==> config.mk <==
export PLATFORM = sky130hd
export DESIGN_NAME = detector_arbiter
export DESIGN_NICKNAME = d
export VERILOG_FILES = /design/src/rtl/detector_arbiter_pkg.sv /design/src/rtl/detector_arbiter_rr_pick.sv /design/src/rtl/detector_arbiter.sv
export SDC_FILE = /design/constraint.sdc
export NUM_CORES = 1
export LEC_CHECK = 0
export CAP_MARGIN = 15
export CORE_AREA = 8 8 45 47
export DETAILED_ROUTE_END_ITERATION = 8
export DIE_AREA = 0 0 53 55
export GPL_TIMING_DRIVEN = 0
export PLACE_DENSITY = 0.72
export SKIP_LAST_GASP = 1
export SLEW_MARGIN = 30
export SYNTH_ARGS = -nofsm -noshare
export SYNTH_HDL_FRONTEND = slang
export SYNTH_SLANG_ARGS = --single-unit
==> constraint.sdc <==
create_clock -name clock -period 3.8 [get_ports clock]
set_input_delay 0.76 -clock clock [delete_from_list [all_inputs] [get_ports clock]]
set_output_delay 0.76 -clock clock [all_outputs]
set_load 0.01 [all_outputs]
==> src/rtl/detector_arbiter_pkg.sv <==
// Shared encodings for the two-channel detector arbiter.
package detector_arbiter_pkg;

   typedef enum logic [1:0] {
      S_IDLE  = 2'b00,
      S_ISSUE = 2'b01,
      S_CLOSE = 2'b10
   } star_t;

   localparam logic CH0 = 1'b0;
   localparam logic CH1 = 1'b1;

endpackage

==> src/rtl/detector_arbiter_rr_pick.sv <==
// Two-way grant picker: round-robin on ties when rr=1,
// otherwise channel 0 wins every tie.
module detector_arbiter_rr_pick
   import detector_arbiter_pkg::*;
(
   input  logic [1:0] req,
   input  logic       last,
   input  logic       rr,
   output logic       gnt,
   output logic       any
);

   always_comb begin
      any = |req;
      gnt = CH0;
      unique case (1'b1)
         (req == 2'b11): gnt = rr ? ~last : CH0;
         (req == 2'b10): gnt = CH1;
         default:        gnt = CH0;
      endcase
   end

endmodule

==> src/rtl/detector_arbiter.sv <==
// Round-robin front end sharing one detector datapath between
// two dav_/rfd producers; every output comes straight from a flop.
module detector_arbiter
   import detector_arbiter_pkg::*;
#(
   parameter int SYM_W = 2,
   parameter int RR    = 1
) (
   input  logic             clock,
   input  logic             reset_,
   input  logic             dav0_,
   input  logic [SYM_W-1:0] x0,
   output logic             rfd0,
   input  logic             dav1_,
   input  logic [SYM_W-1:0] x1,
   output logic             rfd1,
   output logic [SYM_W-1:0] sym,
   output logic             step,
   output logic             ch,
   input  logic             ready
);

   star_t            star_q, star_d;
   logic [SYM_W-1:0] sym_q, sym_d;
   logic             ch_q, ch_d;
   logic [1:0]       rfd_q, rfd_d;
   logic             step_q, step_d;
   logic             last_q, last_d;

   logic [1:0] req;
   logic       gnt;
   logic       any;
   logic       dav_ch_n;

   assign req      = {~dav1_ & rfd_q[1], ~dav0_ & rfd_q[0]};
   assign dav_ch_n = ch_q ? dav1_ : dav0_;

   detector_arbiter_rr_pick u_rr_pick (
      .req  (req),
      .last (last_q),
      .rr   (RR != 0),
      .gnt  (gnt),
      .any  (any)
   );

   always_ff @(posedge clock or negedge reset_) begin
      if (!reset_) begin
         star_q <= S_IDLE;
         sym_q  <= '0;
         ch_q   <= CH0;
         rfd_q  <= 2'b11;
         step_q <= 1'b0;
         last_q <= CH1;
      end else begin
         star_q <= star_d;
         sym_q  <= sym_d;
         ch_q   <= ch_d;
         rfd_q  <= rfd_d;
         step_q <= step_d;
         last_q <= last_d;
      end
   end

   always_comb begin
      star_d = S_IDLE;
      unique case (star_q)
         S_IDLE:  star_d = any ? S_ISSUE : S_IDLE;
         S_ISSUE: star_d = ready ? S_CLOSE : S_ISSUE;
         S_CLOSE: star_d = dav_ch_n ? S_IDLE : S_CLOSE;
         default: star_d = S_IDLE;
      endcase
   end

   always_comb begin
      sym_d  = sym_q;
      ch_d   = ch_q;
      rfd_d  = rfd_q;
      step_d = 1'b0;
      last_d = last_q;
      unique case (star_q)
         S_IDLE: begin
            if (any) begin
               sym_d      = gnt ? x1 : x0;
               ch_d       = gnt;
               rfd_d[gnt] = 1'b0;
               last_d     = gnt;
            end
         end
         S_ISSUE: step_d = ready;
         S_CLOSE: begin
            if (dav_ch_n) rfd_d[ch_q] = 1'b1;
         end
         default: begin
            sym_d  = '0;
            ch_d   = CH0;
            rfd_d  = 2'b11;
            last_d = CH1;
         end
      endcase
   end

   assign rfd0 = rfd_q[0];
   assign rfd1 = rfd_q[1];
   assign sym  = sym_q;
   assign step = step_q;
   assign ch   = ch_q;

endmodule

==> PnR_summary.wiki <==
{| class="wikitable"
! Metric !! Value
|-
| Min-delay worst type || flop to flop
|-
| Status || completed
|-
| Vias in the first global route || 432
|-
| Die width || 53 um
|-
| Max Root-Sink Buffers || 2
|-
| Number of optimization iterations in the first detailed-route pass || 4
|-
| Data arrival time at the worst-slack endpoint || approximately 1.4 ns
|-
| Overall global routing resource usage || under 10%
|-
| Share of post-route cells with drive strength above 1 || a little under a quarter
|-
| Maximum single-stage delay on the critical path || approximately 0.57 ns
|-
| Sequence of cells on the critical path || clkdlybuf4s50_1
|-
| Clock tree root driver cell || clkbuf_4
|-
| Crit path from || rfd_q[0]$_DFFE_PN1P_
|-
| Antenna diode count || 0
|-
| Setup slack at placement || 1.65 ns
|-
| Share of the cycle needed by the critical path after routing || around 57%
|-
| Nets@finish || 83
|-
| Part of the power in combinational logic || 58.9%
|-
| Global routing usage on met3 || under 10%
|-
| Initial antenna violation count || 0
|-
| Cell Pwr Density || approximately 840 nW/um^2
|-
| Switching power || 257 uW
|-
| Die boundary height || between 50 and 60 um
|-
| Quantity of I/O buffers inserted on ports || 14
|-
| Final WL || ~1200 um
|-
| Worst-path cell with the longest stage delay || dfstp_2
|-
| Final worst path period need || between 2 and 2.5 ns
|-
| Synthesis-stage register bit count || 9
|-
| Final setup margin || approximately 1.6 ns
|-
| Met1 GRT Util || about a tenth
|-
| Effective utilization at floorplan || around two fifths
|-
| Final GP Congestion || between 0.8 and 0.9
|-
| Number of distinct library cell variants in the gate-level netlist after synthesis || 25
|-
| Portion of the post-synthesis area used by sequential elements || between 30% and 40%
|-
| CTS tree || done
|-
| Largest cells by area after synthesis || dfrtp_1, dfstp_2, ha_1
|-
| Routed Antenna Nets || 0
|-
| Highest attainable clock frequency || 464 MHz
|-
| Number of nets produced by synthesis || 64
|-
| Leakage power || between 0.0003 and 0.0004 uW
|-
| Async set-or-reset flop fraction in the synthesized netlist || 100%
|-
| Total Neg Setup Slack || 0 ns
|-
| Area of the die || roughly 2900 um^2
|-
| # IOs || 15
|-
| Count of pins over their slew limit || 0
|-
| Most area-hungry cell type in the Yosys netlist || dfrtp_1
|-
| Number of H-tree levels || 1
|-
| Average wire per standard cell || 13.6 um
|-
| Clock net sink count || 9
|-
| Worst EP required || between 3 and 4 ns
|-
| Sort of element at the end of the critical path || primary output
|-
| Via density per instance || roughly 5
|-
| Hold path start || rfd_q[1]$_DFFE_PN1P_
|-
| Post-route non-filler standard cell count || 85
|-
| Max IR drop VDD || 0.320 mV
|-
| Power share of the clock group || 11.8%
|-
| Internal Pwr Total || 382 uW
|-
| P&R area growth vs syn || 32.5%
|-
| Most congested layer reported by global routing || met2
|-
| Quantity of hold-fixing buffers added after cts || 0
|-
| Setup repair after global routing missed its margin || no
|-
| Fraction of power spent switching nets || between 40% and 50%
|-
| Post CTS Setup Buffer Count || 0
|-
| DRC Markers || 0
|-
| Sequential Power Share || 29.3%
|-
| Detailed Route Iter0 Violations || 7
|-
| Post-DP Area || between 700 and 800 um^2
|-
| Worst Setup Start Kind || flop
|-
| Worst Path Class, Setup || flop to primary output
|-
| Source of the worst register-to-register timing path || star_q[0]$_DFF_PN0_
|-
| Actual slew at the worst max-slew pin || 0.424 ns
|-
| Floorplan Core Area || approximately 1400 um^2
|-
| Most common flop cell mapped by yosys || dfrtp_1
|-
| DP HPWL || about 900 um
|-
| EDFF count, synth || 0
|-
| Aggregate global routing overflow || 0
|-
| Portion of synthesized cell area occupied by the leading cell type || a little over a quarter
|-
| Final setup viols || 0
|-
| Post-Syn Instances || 51
|-
| Commonest cells in the netlist || dfrtp_1, inv_1, ha_1, nor2_1
|-
| Site row count || 14
|-
| Placed insts || 81
|-
| Worst-path clk slew || about 0.06 ns
|-
| Clock Latency Late Sink || 0.26 ns
|-
| Maximum number of pins on one net before global-route repair || 10
|-
| Summed area of non-filler cells in the final layout || roughly 760 um^2
|-
| Largest delay contributor family on the critical path || flip-flops
|-
| Hold Vio Cnt, Final || 0
|-
| Area of the mapped netlist || 574 um^2
|-
| Met2 GRT Util || 14.1%
|-
| Max-Cap Viols || 0
|-
| Post_cts resized || 0
|-
| Number of buffers and inverters on the critical path || 1
|-
| Worst-case headroom to the max-slew limit || between 70% and 80%
|-
| Worst clock skew || 0.000293 ns
|-
| First-pass GRT wire length || roughly 1900 um
|-
| Synthesis Warnings || 0
|-
| Most frequently used cell type in the post-synthesis netlist || dfrtp_1
|-
| Number of buffers created by CTS || 3
|-
| Total number of vias || 432
|-
| Mapped Avg Cell Area || about 11 um^2
|-
| Worst-path maximum fanout || 4
|}
[through the flow]
step	total power (uW)	hold WS, ns	utilization [%]
2_1_floorplan	462	0.464	-
3_3_place_gp	563	0.493	53.1
3_5_place_dp	569	0.495	53.1
4_1_cts	646	0.505	55.0
5_1_grt	692	0.525	55.0
6_report	639	0.501	55.0
[cells by family after synthesis]
family | synth area share (%)
buffers and inverters | 4.14
AO/OA/AOI/OAI | 19.4
flip-flops | 39.9
multiplexers | 9.15
AND/OR/NAND/NOR | 18.7
adder cells (fa/ha/maj) | 8.71
[layer usage]
layer / up-vias / share of wire [%]
li1: 220 / -
met1: 193 / 45
met2: 14 / 44
met3: 5 / 8.3
met4: 0 / 3.3
met5: - / 0
[area by class of cell]
| cell class | instances | area [um^2] |
|---|---|---|
| well taps | 16 | 20.0 |
| repair buffers | 14 | 140 |
| plain buffers | 1 | 5.00 |
| fillers | 130 | 623 |
| flip-flops and latches | 9 | 229 |
| inverters | 5 | 18.8 |
| multi-input cells | 36 | 322 |
| clock buffers | 4 | 26.3 |
[worst paths after layout]
path,to,slack (ns),cells past startpoint
min in group asynchronous,sym[0]$_DFFE_PN0P_,0.80,1
max in group asynchronous,rfd_q[1]$_DFFE_PN1P_,2.68,1
worst min register to register,rfd_q[1]$_DFFE_PN1P_,0.50,2
worst max register to register,rfd_q[1]$_DFFE_PN1P_,2.23,6
worst min-delay path,rfd_q[1]$_DFFE_PN1P_,0.50,2
worst max-delay path,rfd0,1.64,1
[state kept, by name, indices dropped and copies added, names as in the netlist]
signal	cells
rfd_q	2
star_q	2
sym	2
ch	1
last_q	1
step	1
[power by group through the flow]
stage | Clock, uW | Sequential [uW] | Combinational [uW]
after detailed placement | 0 | 188 | 380
after floorplan | 0 | 195 | 267
after global placement | 0 | 188 | 375
after CTS | 77.5 | 187 | 382
after global routing | 86.2 | 194 | 411
final | 75.7 | 187 | 376
[cells in the final DEF (no fill, tap or decap)]
master           synthesis  final
a21oi_1                  3      3
a31oi_1                  1      1
mux2_2                   2      2
dfstp_2                  3      3
a211o_1                  1      1
nand2_4                  1      1
nor2b_1                  1      1
dfrtp_1                  6      6
ha_1                     4      4
nand2_1                  2      2
nand3b_1                 1      1
clkbuf_1                 0      1
clkbuf_4                 0      3
and2_1                   1      1
nor2_1                   4      4
and3_1                   1      1
and3_4                   1      1
o21ai_1                  1      1
inv_1                    5      5
a31oi_4                  1      1
nand2b_4                 2      2
clkdlybuf4s50_1          0     14
clkbuf_2                 1      1
a2111oi_4                1      1
and2b_2                  1      1
o22ai_1                  3      3
mux2i_1                  3      3
o41ai_1                  1      1
(Power assumes the default switching activity.)
